--- config.mk ---
export PLATFORM = sky130hd
export DESIGN_NAME = lcd_hex_display
export DESIGN_NICKNAME = d
export VERILOG_FILES = /design/src/rtl/lcd_hex_display.sv
export SDC_FILE = /design/constraint.sdc
export NUM_CORES = 1
export LEC_CHECK = 0
export CAP_MARGIN = 10
export CORE_UTILIZATION = 55
export CTS_BUF_LIST = sky130_fd_sc_hd__clkbuf_4 sky130_fd_sc_hd__clkbuf_8
export CTS_CLUSTER_DIAMETER = 120
export DETAILED_ROUTE_END_ITERATION = 8
export PLACE_DENSITY = 0.87
export SKIP_LAST_GASP = 1
export SYNTH_ARGS = -nofsm -noshare
export SYNTH_HDL_FRONTEND = slang
export SYNTH_SLANG_ARGS = --single-unit
--- constraint.sdc ---
create_clock -name clk_1ms -period 3.4 [get_ports clk_1ms]
set_clock_uncertainty 0.05 [all_clocks]
set_input_delay 1.02 -clock clk_1ms [delete_from_list [all_inputs] [get_ports clk_1ms]]
set_output_delay 1.02 -clock clk_1ms [all_outputs]
set_load 0.03 [all_outputs]
--- src/rtl/lcd_hex_display.sv ---
// ---------------------------------------------------------------------------
// lcd_hex_display
//
// Drives an HD44780-class character LCD in 8-bit mode. After reset it runs
// the power-up delay and the init command sequence on its own, then keeps
// refreshing NUM_DIGITS hex digits taken from a packed input bus.
//
// Every byte goes out as a 3-cycle write: SETUP (RS/DB driven, E=0),
// PULSE (E=1), HOLD (E=0, RS/DB unchanged). RS and DB only ever change on
// the edge that enters SETUP.
//
// Ports:
//   clk_1ms     in   1 kHz clock, all state changes on its rising edge
//   reset       in   synchronous, active-high
//   blank       in   1 = every digit of the next frame shows as space
//   data        in   packed digits, leftmost in the top nibble
//   E           out  LCD enable strobe
//   RW          out  constant 0 (write only)
//   RS          out  0 = command, 1 = character
//   DB          out  LCD data bus
//   ready       out  set once init has completed
//   frame_done  out  one-cycle pulse after the last character of a frame
//
// Build option:
//   LCD_HEX_ZERO_SUPPRESS_EN - when defined, leading zero digits of each
//   frame are shown as space (the rightmost digit is always shown).
//
// FSM states:
//   state      | meaning
//   -----------+---------------------------------------------------------
//   ST_POWERUP | quiet wait of POWERUP_MS cycles after reset
//   ST_INIT    | writing the four init commands (extra wait after clear)
//   ST_ADDR    | data/blank snapshotted; writing the DDRAM address command
//   ST_CHAR    | writing NUM_DIGITS characters from the snapshot
//   ST_IDLE    | frame_done pulse, then REFRESH_MS idle cycles
// ---------------------------------------------------------------------------
module lcd_hex_display #(
    parameter int         NUM_DIGITS = 4,
    parameter logic [6:0] START_ADDR = 7'h00,
    parameter int         POWERUP_MS = 20,
    parameter int         REFRESH_MS = 50
) (
    input  logic                    clk_1ms,
    input  logic                    reset,
    input  logic                    blank,
    input  logic [4*NUM_DIGITS-1:0] data,
    output logic                    E,
    output logic                    RW,
    output logic                    RS,
    output logic [7:0]              DB,
    output logic                    ready,
    output logic                    frame_done
);

    localparam int DW = $clog2(NUM_DIGITS + 1);

    // One shared down-counter covers the power-up wait, the post-clear wait
    // and the refresh idle time, so it is sized for the largest of them.
    localparam int CNT_MAX = (POWERUP_MS > REFRESH_MS)
                             ? ((POWERUP_MS > 2) ? POWERUP_MS : 2)
                             : ((REFRESH_MS > 2) ? REFRESH_MS : 2);
    localparam int CW = $clog2(CNT_MAX + 1);

    localparam int PWR_LOAD_I  = (POWERUP_MS > 0) ? POWERUP_MS - 1 : 0;
    localparam int IDLE_LOAD_I = (REFRESH_MS > 0) ? REFRESH_MS - 1 : 0;
    localparam logic [CW-1:0] PWR_LOAD  = PWR_LOAD_I[CW-1:0];
    localparam logic [CW-1:0] IDLE_LOAD = IDLE_LOAD_I[CW-1:0];
    // Clear needs 1.52 ms: HOLD of the clear command is stretched by 2.
    localparam logic [CW-1:0] CLR_WAIT  = CW'(2);
    localparam logic [DW-1:0] LAST_DIG  = DW'(NUM_DIGITS - 1);

    typedef enum logic [2:0] {
        ST_POWERUP,
        ST_INIT,
        ST_ADDR,
        ST_CHAR,
        ST_IDLE
    } state_t;

    typedef enum logic [1:0] {
        PH_SETUP,
        PH_PULSE,
        PH_HOLD
    } phase_t;

    state_t                  state_q, state_d;
    phase_t                  phase_q, phase_d;
    logic [CW-1:0]           cnt_q, cnt_d;
    logic [1:0]              init_idx_q, init_idx_d;
    logic [DW-1:0]           dig_idx_q, dig_idx_d;
    logic [4*NUM_DIGITS-1:0] snap_data_q, snap_data_d;
    logic                    snap_blank_q, snap_blank_d;
    logic                    e_q, e_d;
    logic                    rs_q, rs_d;
    logic [7:0]              db_q, db_d;
    logic                    ready_q, ready_d;
    logic                    fd_q, fd_d;

    logic                    enter_addr;
    logic [DW-1:0]           next_dig;
    logic [3:0]              sel_nib;
    logic [7:0]              char_byte;

    function automatic logic [7:0] nib_to_ascii(input logic [3:0] n);
        if (n < 4'd10) begin
            return 8'h30 + {4'h0, n};
        end
        return 8'h37 + {4'h0, n};
    endfunction

    function automatic logic [7:0] init_cmd(input logic [1:0] idx);
        case (idx)
            2'd0:    return 8'h38;
            2'd1:    return 8'h0C;
            2'd2:    return 8'h01;
            default: return 8'h06;
        endcase
    endfunction

    // Character to be presented in the next SETUP: digit 0 when leaving
    // the address write, otherwise the digit after the current one.
    assign next_dig = (state_q == ST_ADDR) ? '0 : dig_idx_q + DW'(1);

    always_comb begin
        sel_nib = 4'h0;
        for (int k = 0; k < NUM_DIGITS; k++) begin
            if (next_dig == DW'(k)) begin
                sel_nib = snap_data_q[4*(NUM_DIGITS-1-k) +: 4];
            end
        end
    end

`ifdef LCD_HEX_ZERO_SUPPRESS_EN
    logic [NUM_DIGITS-1:0] lead_zero;
    logic                  sel_sup;

    // lead_zero[k]: digits 0..k of the snapshot are all zero.
    always_comb begin
        lead_zero    = '0;
        lead_zero[0] = (snap_data_q[4*NUM_DIGITS-1 -: 4] == 4'h0);
        for (int k = 1; k < NUM_DIGITS; k++) begin
            lead_zero[k] = lead_zero[k-1]
                           && (snap_data_q[4*(NUM_DIGITS-1-k) +: 4] == 4'h0);
        end
    end

    // The rightmost digit is never suppressed, so the loop stops short of it.
    always_comb begin
        sel_sup = 1'b0;
        for (int k = 0; k < NUM_DIGITS - 1; k++) begin
            if (next_dig == DW'(k)) begin
                sel_sup = lead_zero[k];
            end
        end
    end

    assign char_byte = (snap_blank_q || sel_sup) ? 8'h20 : nib_to_ascii(sel_nib);
`else
    assign char_byte = snap_blank_q ? 8'h20 : nib_to_ascii(sel_nib);
`endif

    always_comb begin
        state_d      = state_q;
        phase_d      = phase_q;
        cnt_d        = cnt_q;
        init_idx_d   = init_idx_q;
        dig_idx_d    = dig_idx_q;
        snap_data_d  = snap_data_q;
        snap_blank_d = snap_blank_q;
        e_d          = 1'b0;
        rs_d         = rs_q;
        db_d         = db_q;
        ready_d      = ready_q;
        fd_d         = 1'b0;
        enter_addr   = 1'b0;

        case (state_q)
            ST_POWERUP: begin
                if (cnt_q == '0) begin
                    state_d    = ST_INIT;
                    phase_d    = PH_SETUP;
                    init_idx_d = 2'd0;
                    rs_d       = 1'b0;
                    db_d       = init_cmd(2'd0);
                end else begin
                    cnt_d = cnt_q - CW'(1);
                end
            end

            ST_INIT, ST_ADDR, ST_CHAR: begin
                case (phase_q)
                    PH_SETUP: begin
                        phase_d = PH_PULSE;
                        e_d     = 1'b1;
                    end
                    PH_PULSE: begin
                        phase_d = PH_HOLD;
                        cnt_d   = (state_q == ST_INIT && init_idx_q == 2'd2)
                                  ? CLR_WAIT : '0;
                    end
                    PH_HOLD: begin
                        if (cnt_q != '0) begin
                            cnt_d = cnt_q - CW'(1);
                        end else begin
                            phase_d = PH_SETUP;
                            case (state_q)
                                ST_INIT: begin
                                    if (init_idx_q == 2'd3) begin
                                        enter_addr = 1'b1;
                                    end else begin
                                        init_idx_d = init_idx_q + 2'd1;
                                        rs_d       = 1'b0;
                                        db_d       = init_cmd(init_idx_q + 2'd1);
                                    end
                                end
                                ST_ADDR: begin
                                    state_d   = ST_CHAR;
                                    dig_idx_d = '0;
                                    rs_d      = 1'b1;
                                    db_d      = char_byte;
                                end
                                ST_CHAR: begin
                                    dig_idx_d = dig_idx_q + DW'(1);
                                    if (dig_idx_q == LAST_DIG) begin
                                        state_d = ST_IDLE;
                                        fd_d    = 1'b1;
                                        cnt_d   = IDLE_LOAD;
                                    end else begin
                                        rs_d = 1'b1;
                                        db_d = char_byte;
                                    end
                                end
                                default: ;
                            endcase
                        end
                    end
                    default: phase_d = PH_SETUP;
                endcase
            end

            ST_IDLE: begin
                if (cnt_q == '0) begin
                    enter_addr = 1'b1;
                end else begin
                    cnt_d = cnt_q - CW'(1);
                end
            end

            default: state_d = ST_POWERUP;
        endcase

        // Frame start: the snapshot taken here is what the whole frame
        // shows, so mid-frame input changes cannot tear the display.
        if (enter_addr) begin
            state_d      = ST_ADDR;
            phase_d      = PH_SETUP;
            dig_idx_d    = '0;
            snap_data_d  = data;
            snap_blank_d = blank;
            ready_d      = 1'b1;
            rs_d         = 1'b0;
            db_d         = {1'b1, START_ADDR};
        end
    end

    always_ff @(posedge clk_1ms) begin
        if (reset) begin
            state_q      <= ST_POWERUP;
            phase_q      <= PH_SETUP;
            cnt_q        <= PWR_LOAD;
            init_idx_q   <= 2'd0;
            dig_idx_q    <= '0;
            snap_data_q  <= '0;
            snap_blank_q <= 1'b0;
            e_q          <= 1'b0;
            rs_q         <= 1'b0;
            db_q         <= 8'h00;
            ready_q      <= 1'b0;
            fd_q         <= 1'b0;
        end else begin
            state_q      <= state_d;
            phase_q      <= phase_d;
            cnt_q        <= cnt_d;
            init_idx_q   <= init_idx_d;
            dig_idx_q    <= dig_idx_d;
            snap_data_q  <= snap_data_d;
            snap_blank_q <= snap_blank_d;
            e_q          <= e_d;
            rs_q         <= rs_d;
            db_q         <= db_d;
            ready_q      <= ready_d;
            fd_q         <= fd_d;
        end
    end

    assign E          = e_q;
    assign RW         = 1'b0;
    assign RS         = rs_q;
    assign DB         = db_q;
    assign ready      = ready_q;
    assign frame_done = fd_q;

endmodule

=== After elaboration in Yosys (flattened, before gate mapping) ===
Cells that the tools add are included.

* Input port bits: 19
* Output and inout port bits: 13
* Bits in registers: 45

* Eq/ne operators: 38
* Bitwise logic cells: 5
* $lt $le $gt $ge: 1
* Mux-type cells: 57
* Add/subtract/negate cells: 5
* Reductions and logical operators: 24

{| class="wikitable"
|+ Operator list
! kind !! count
|-
| 2-to-1 mux 8 bit || 9
|-
| inequality test 4 bit (second input constant) || 7
|-
| 2-to-1 mux 6 bit || 4
|-
| inequality test 3 bit (second input constant) || 8
|-
| case mux 6 bit (2 select lines) || 2
|-
| case mux 8 bit (3 select lines) || 1
|-
| case mux 6 bit (3 select lines) || 1
|-
| AND reduction 6 bit || 3
|-
| 2-to-1 mux 2 bit || 8
|-
| 2-to-1 mux 4 bit || 4
|-
| case mux 8 bit (2 select lines) || 1
|-
| equality test 3 x 2 -> 1 bit (second input constant) || 5
|-
| 2-to-1 mux 3 bit || 5
|-
| adder 6 x 4 -> 7 bit (first input constant) || 2
|-
| inequality test 2 bit (second input constant) || 7
|-
| AND reduction 7 bit || 2
|-
| 2-to-1 mux 1 bit || 13
|-
| case mux 3 bit (2 select lines) || 2
|-
| case mux 3 bit (3 select lines) || 1
|-
| equality test 2 bit (second input constant) || 4
|-
| case mux 2 bit (2 select lines) || 2
|-
| equality test 3 x 1 -> 1 bit (second input constant) || 2
|-
| logical NOT 3 bit || 2
|-
| logical NOT 6 bit || 1
|-
| other kinds (23) || 34
|}

=== Longest topological paths before layout ===
Gate-level depths: netlist of the first run.

* Depth in word-level cells: 17
* Depth in mapped cells: 12
* Mapped depth without buffers: 11

=== Worst setup path before layout of the first run ===
Ideal clock, no wire load.

* Path type: reg-to-reg
* From: register dig_idx_q[0]
* To: register db_q[2] (netlist: DB[2])
* Path slack: 616 ps
* Arrival time: 2650 ps
* Period minus slack after synthesis: 2784 ps
* Data required time: 3266 ps
* Cell stages (with the launch flop): 13
* Cells stage by stage: dfxtp_1 ha_1 ha_1 clkbuf_1 o221ai_1 a21oi_1 inv_1 ha_1 inv_1 a211oi_1 or4b_1 o211a_1 o31ai_2

* Cells in the longest elaborated chain, start to end: 16
* Elaborated cells between the ends (all ways): 25
* Classes of those cells: 3 x add/sub; 1 x order compare; 5 x eq/ne; 14 x mux; 2 x reduce/logical

{| class="wikitable"
|+ RTL lines
! element !! RTL line !! source
|-
| from (decl) || 90 || <nowiki>logic [DW-1:0] dig_idx_q, dig_idx_d;</nowiki>
|-
| from (signal assigned) || 285 || <nowiki>dig_idx_q <= dig_idx_d;</nowiki>
|-
| adder 3 x 1 -> 3 bit || 122 || <nowiki>assign next_dig = (state_q == ST_ADDR) ? '0 : dig_idx_q + DW'(1);</nowiki>
|-
| 2-to-1 mux 3 bit || 122 ||
|-
| logical NOT 3 bit || 127 || <nowiki>if (next_dig == DW'(k)) begin</nowiki>
|-
| 2-to-1 mux 4 bit (4 in a row) || 127 ||
|-
| adder 6 x 4 -> 7 bit / less-than comparator 4 bit (equally long branches) || 106, 105 ||
|-
| 2-to-1 mux 8 bit / 2-to-1 mux 1 bit (equally long branches) || 105 || <nowiki>if (n < 4'd10) begin</nowiki>
|-
| 2-to-1 mux 8 bit || 108 || <nowiki>return 8'h37 + {4'h0, n};</nowiki>
|-
| 2-to-1 mux 8 bit || 159 || <nowiki>assign char_byte = snap_blank_q ? 8'h20 : nib_to_ascii(sel_nib);</nowiki>
|-
| 2-to-1 mux 8 bit || 224 || <nowiki>if (dig_idx_q == LAST_DIG) begin</nowiki>
|-
| case mux 8 bit (3 select lines) || 206 || <nowiki>case (state_q)</nowiki>
|-
| 2-to-1 mux 8 bit || 202 || <nowiki>if (cnt_q != '0) begin</nowiki>
|-
| 2-to-1 mux 8 bit || 191 || <nowiki>case (phase_q)</nowiki>
|-
| case mux 8 bit (2 select lines) || 177 || <nowiki>case (state_q)</nowiki>
|-
| to (signal assigned) || 277 || <nowiki>db_q <= 8'h00;</nowiki>
|-
| to (signal assigned) || 290 || <nowiki>db_q <= db_d;</nowiki>
|-
| to (decl) || 95 || <nowiki>logic [7:0] db_q, db_d;</nowiki>
|}

Several ways; a longest one is shown, not always the timed one. The select of a mux whose other input is x is not followed.
A chain may end at the register's enable or synchronous reset.

=== Worst setup path in the final report of the first run ===
Ends and elaborated chain as after synthesis.

==> metrics, run 1 <==
main flop type after synthesis=dfxtp_1; Mapped Avg Cell Area=8.25 sq um; CP max stage delay=0.51 ns; Synthesized Nets=329; Slew Limit Headroom=0.584; post-route minimum period=3.18 ns; R2R Path End=DB[2]; die area=4770 sq um; Fill cells=343; Longest Clk Path Bufs=2; Worst Path Arrival=3.35 ns; die height=69.1 um; Antenna Cells=0; smallest hold slack=0.400 ns; Starting DRT DRC Count=278; Remaining Overflow, GRT=0; I/O pin cnt=32; peak supply drop=0.238 mV; Fin. Hold Viols=0; GRT Overall Usage=0.243; cell depth of the worst hold path=2; sequential-to-total area share from yosys stat=0.364; Buf/Inv on CP=2; hold path endpoint=ready; Post-DP HPWL=4.04 mm; sequential cell area=901 sq um; final net count=354; drt pass-1 iters=4; routed len/inst=14.7 um; Syn Std Cell Area=2480 sq um; Core ar.=4350 sq um; ratio of cells with drive above 1 in the final layout=0.0675; Seq cells post-synth=45; status=completed; worst skew pair latency=0.30 ns; Synth-to-Final Area Change=16.6%; slowest CP cell=or4b_1; Post-route DRC=0; Final TNS setup=0 ns; YS warnings=0; TritonCTS buffer count=5; dpl cell area=2800 sq um; Hold Startpoint=ready; vias per inst=6.02; Cell variety after synth=58; final cycle utilization of the critical path=0.935; Post-synth EDFFs=0; via count=2276; Slew Limit Fails=0; Cells after Synth=300; Critical Path RT=3.57 ns; worst min path class=reg -> reg; r2r startpoint=dig_idx_q[0]; Resize count post-CTS=0; final std cell area, no fill=2890 sq um; Slew @ Worst Pin=0.618 ns; area occupied by multi-input gates=1430 sq um; H-tree lvl count=2; RSZ-0062 raised after global routing=false; Starting Density=0.569; Detail Route Antenna Nets=0; CTS root buf=clkbuf_8; LEAKAGE=0.00114 uW; largest net degree at the start of global routing=30; # Max-Cap Violations=0; PwrDens=326 nW/um^2; die width=69.1 um; commonest cells after routing, fill and taps aside=dfxtp_1 (45), nor2_1 (40), clkdlybuf4s50_1 (30); register-to-register path setup slack=0.22 ns; antenna violations before repair=0; crit-path leading delay family=compound AO/OA/AOI/OAI gates; CTS sink cnt=45; Final setup viols=0; number of global-route vias before repair=2073; critical path class=reg -> reg; Post-synth ARST share=0; final wirelength=5.56 mm; hold buffer count at cts=0; RePlAce Congestion=0.849; crit path capture type=flip-flop; clock slew at reported path FFs=0.08 ns; # port buffers=30; startpoint types=flip-flop; first-pass GRT wire length=9.39 mm; postcts setup bufs=0; crit-path max FO=13; crit path cell chain=ha_1 -> mux2_1 -> o221ai_1 -> a21oi_1 -> inv_1 -> ha_1 -> inv_1 -> a211oi_1 -> or4b_1 -> o211a_1 -> o31ai_2; cells on worst reg2reg path=11; Highest Clock Rate=315 MHz; row count=24; commonest non-fill, non-tap cell in the layout=dfxtp_1; CTS tree=built
## where the power goes
group / total, uW / switching, uW / leakage [uW] / internal (uW)
Clock: 330 / 188 / 0.0000439 / 142
Combinational: 70.5 / 34.3 / 0.000736 / 36.2
Sequential: 541 / 6.99 / 0.000363 / 534
## sequential cells by signal, indices dropped and copies added (netlist names)
register      cells
snap_data_q      16
DB                8
cnt_q             6
dig_idx_q         3
state_q           3
init_idx_q        2
phase_q           2
E                 1
RS                1
frame_done        1
ready             1
snap_blank_q      1
## area by class of cell
cell class | instances | share of cell area
Multi-Input combinational cell | 222 | 0.496
Sequential cell | 45 | 0.312
Timing Repair Buffer | 36 | 0.120
Clock buffer | 5 | 0.0238
Tap cell | 52 | 0.0225
Inverter | 15 | 0.0195
Clock inverter | 3 | 0.00607
## through the flow
step / power (uW) / util / setup WS (ns) / instances
3_3_place_gp: 619 / 0.643 / 0.411 / 370
3_5_place_dp: 623 / 0.643 / 0.271 / 370
5_1_grt: 979 / 0.663 / 0.0175 / 378
2_1_floorplan: 589 / - / 0.616 / 300
6_report: 942 / 0.663 / 0.222 / 378
4_1_cts: 949 / 0.663 / 0.238 / 378
## cells in the mapped netlist, types with 3 or more instances
cell type,number,area [sq um]
dfxtp_1,45,901
nor2_1,40,150
nand2_1,23,86.3
a21oi_1,22,110
mux2i_1,21,210
inv_1,15,56.3
o21ai_0,13,65.1
clkbuf_1,10,37.5
ha_1,10,125
nor3_1,7,35.0
buf_2,6,30.0
nand3_1,6,30.0
nand2b_1,5,31.3
nand4_1,5,31.3
o21a_1,4,30.0
o21ai_1,4,20.0
or3_1,4,25.0
a211oi_1,3,22.5
and2_1,3,18.8
o211ai_1,3,22.5
o32ai_1,3,26.3
## worst min-delay path: stages (launching register included)
cell and delay [ns]:
dfxtp_1 0.32, inv_1 0.05, a21oi_1 0.05
## metal layers
metal,GRT usage,share of wire,vias to the layer above
li1,-,-,1113
met5,0,0,-
met3,0.0526,0.047,18
met2,0.396,0.48,78
met1,0.305,0.44,1067
met4,0.118,0.029,0
## worst max-delay path by stage
stage / from / endpoint / slack, ns / cells after the start
finish: dig_idx_q[0] / DB[2] / 0.22 / 11
global route: dig_idx_q[0] / DB[2] / 0.02 / 11
CTS: dig_idx_q[0] / DB[2] / 0.24 / 11
detailed placement: dig_idx_q[0] / DB[2] / 0.27 / 11
global placement: dig_idx_q[0] / DB[2] / 0.41 / 11
floorplan: dig_idx_q[0] / DB[2] / 0.62 / 12
## cell families after synthesis
family / share of synthesized area
mux: 0.0894
simple gates: 0.233
other cells: 0.00151
flops: 0.364
buf+inv: 0.0576
compound gates: 0.204
fa+ha+maj: 0.0505
No activity file was read; power rests on OpenSTA's default activity.
==> inputs of run 2 (changes only) <==
- CAP_MARGIN: 10 -> default
==> results of run 2 <==
No change in the layout: final DEF, timing and power equal those of run 1.
==> inputs of run 3 (changes only) <==
- CORE_ASPECT_RATIO: default -> 1.4
==> metrics, run 3 (synthesized netlist as in run 1, its figures left out) <==
die width=58.7 um; worst min path class=reg -> reg; Detail Route Antenna Nets=0; first-pass GRT wire length=9.41 mm; peak supply drop=0.328 mV; final cycle utilization of the critical path=0.898; postcts setup bufs=0; Remaining Overflow, GRT=0; Synth-to-Final Area Change=18.2%; die height=81.4 um; CTS root buf=clkbuf_8; Final setup viols=0; TritonCTS buffer count=5; GRT Overall Usage=0.258; drt pass-1 iters=4; PwrDens=352 nW/um^2; Slew @ Worst Pin=0.742 ns; Worst Path Arrival=3.22 ns; CTS sink cnt=45; H-tree lvl count=2; Slew Limit Headroom=0.505; Core ar.=4270 sq um; routed len/inst=14.7 um; final net count=353; LEAKAGE=0.00115 uW; largest net degree at the start of global routing=30; RePlAce Congestion=0.922; Longest Clk Path Bufs=2; number of global-route vias before repair=2012; Largest register FFs=16; final wirelength=5.64 mm; row count=28; Slew Limit Fails=0; die area=4780 sq um; startpoint types=flip-flop; CTS tree=built; Starting DRT DRC Count=147; Post-route DRC=0; post-route minimum period=3.05 ns; crit path capture type=flip-flop; Highest Clock Rate=327 MHz; commonest cells after routing, fill and taps aside=dfxtp_1 (45), nor2_1 (40), clkdlybuf4s50_1 (30); critical path class=reg -> reg; ratio of cells with drive above 1 in the final layout=0.0677; worst skew pair latency=0.30 ns; Top reg by flops=snap_data_q; Critical Path RT=3.57 ns; vias per inst=5.83; crit-path max FO=13; RSZ-0062 raised after global routing=false; Starting Density=0.579; Post-DP HPWL=4.20 mm; # Max-Cap Violations=0; antenna violations before repair=0; Final TNS setup=0 ns; Fin. Hold Viols=0; via count=2245; clock slew at reported path FFs=0.08 ns; status=completed; Final Util=0.685; commonest non-fill, non-tap cell in the layout=dfxtp_1; Antenna Cells=0; I/O pin cnt=32; # port buffers=30
-- run 3: metal layers --
layer	vias up	track usage	wire, um
li1	1113	-	-
met1	1055	0.298	2270
met2	63	0.475	3060
met3	14	0.0414	184
met4	0	0.0881	131
met5	-	0	0
-- run 3: where the power goes --
part | internal, uW | switching [uW]
Clock | 239 | 181
Combinational | 36.3 | 32.2
Sequential | 534 | 7.37
-- run 3: final cells by class --
cell class	count	area (sq um)
flip-flops and latches	45	901
clock inverters	2	37.5
fillers	353	1350
well taps	60	75.1
repair buffers	35	338
inverters	15	56.3
clock buffers	6	82.6
multi-input cells	222	1440
-- run 3: path summary, 6_finish.rpt --
path                      from  slack (ns)     to  depth (start not counted)
setup reg to reg  dig_idx_q[0]        0.35  DB[2]                         11
setup / recovery  dig_idx_q[0]        0.35  DB[2]                         11
hold / removal           ready        0.40  ready                          2
hold reg to reg          ready        0.40  ready                          2
-- run 3: metrics by stage --
step | cells | power [uW] | area, sq um | hold slack (ns) | setup WS, ns
after CTS | 385 | 1040 | 2920 | 0.406 | 0.237
after detailed placement | 377 | 622 | 2800 | 0.394 | 0.287
after global routing | 385 | 1070 | 2930 | 0.427 | 0.0965
after floorplan | 300 | 589 | 2480 | 0.382 | 0.616
after global placement | 377 | 620 | 2800 | 0.384 | 0.374
final | 385 | 1030 | 2930 | 0.402 | 0.346
-- run 3: critical path: stages, from the launching register on --
cell,delay (ns)
dfxtp_1,0.50
ha_1,0.43
mux2_1,0.27
o221ai_1,0.13
a21oi_2,0.27
inv_1,0.10
ha_1,0.22
inv_1,0.09
a211oi_1,0.05
or4b_1,0.50
o211a_1,0.15
o31ai_2,0.21
-- run 3: what timing repair did --
action	4_1_cts	5_1_grt
resized for setup	0	1
hold buffers	0	0
endpoints found under the setup margin	0	1
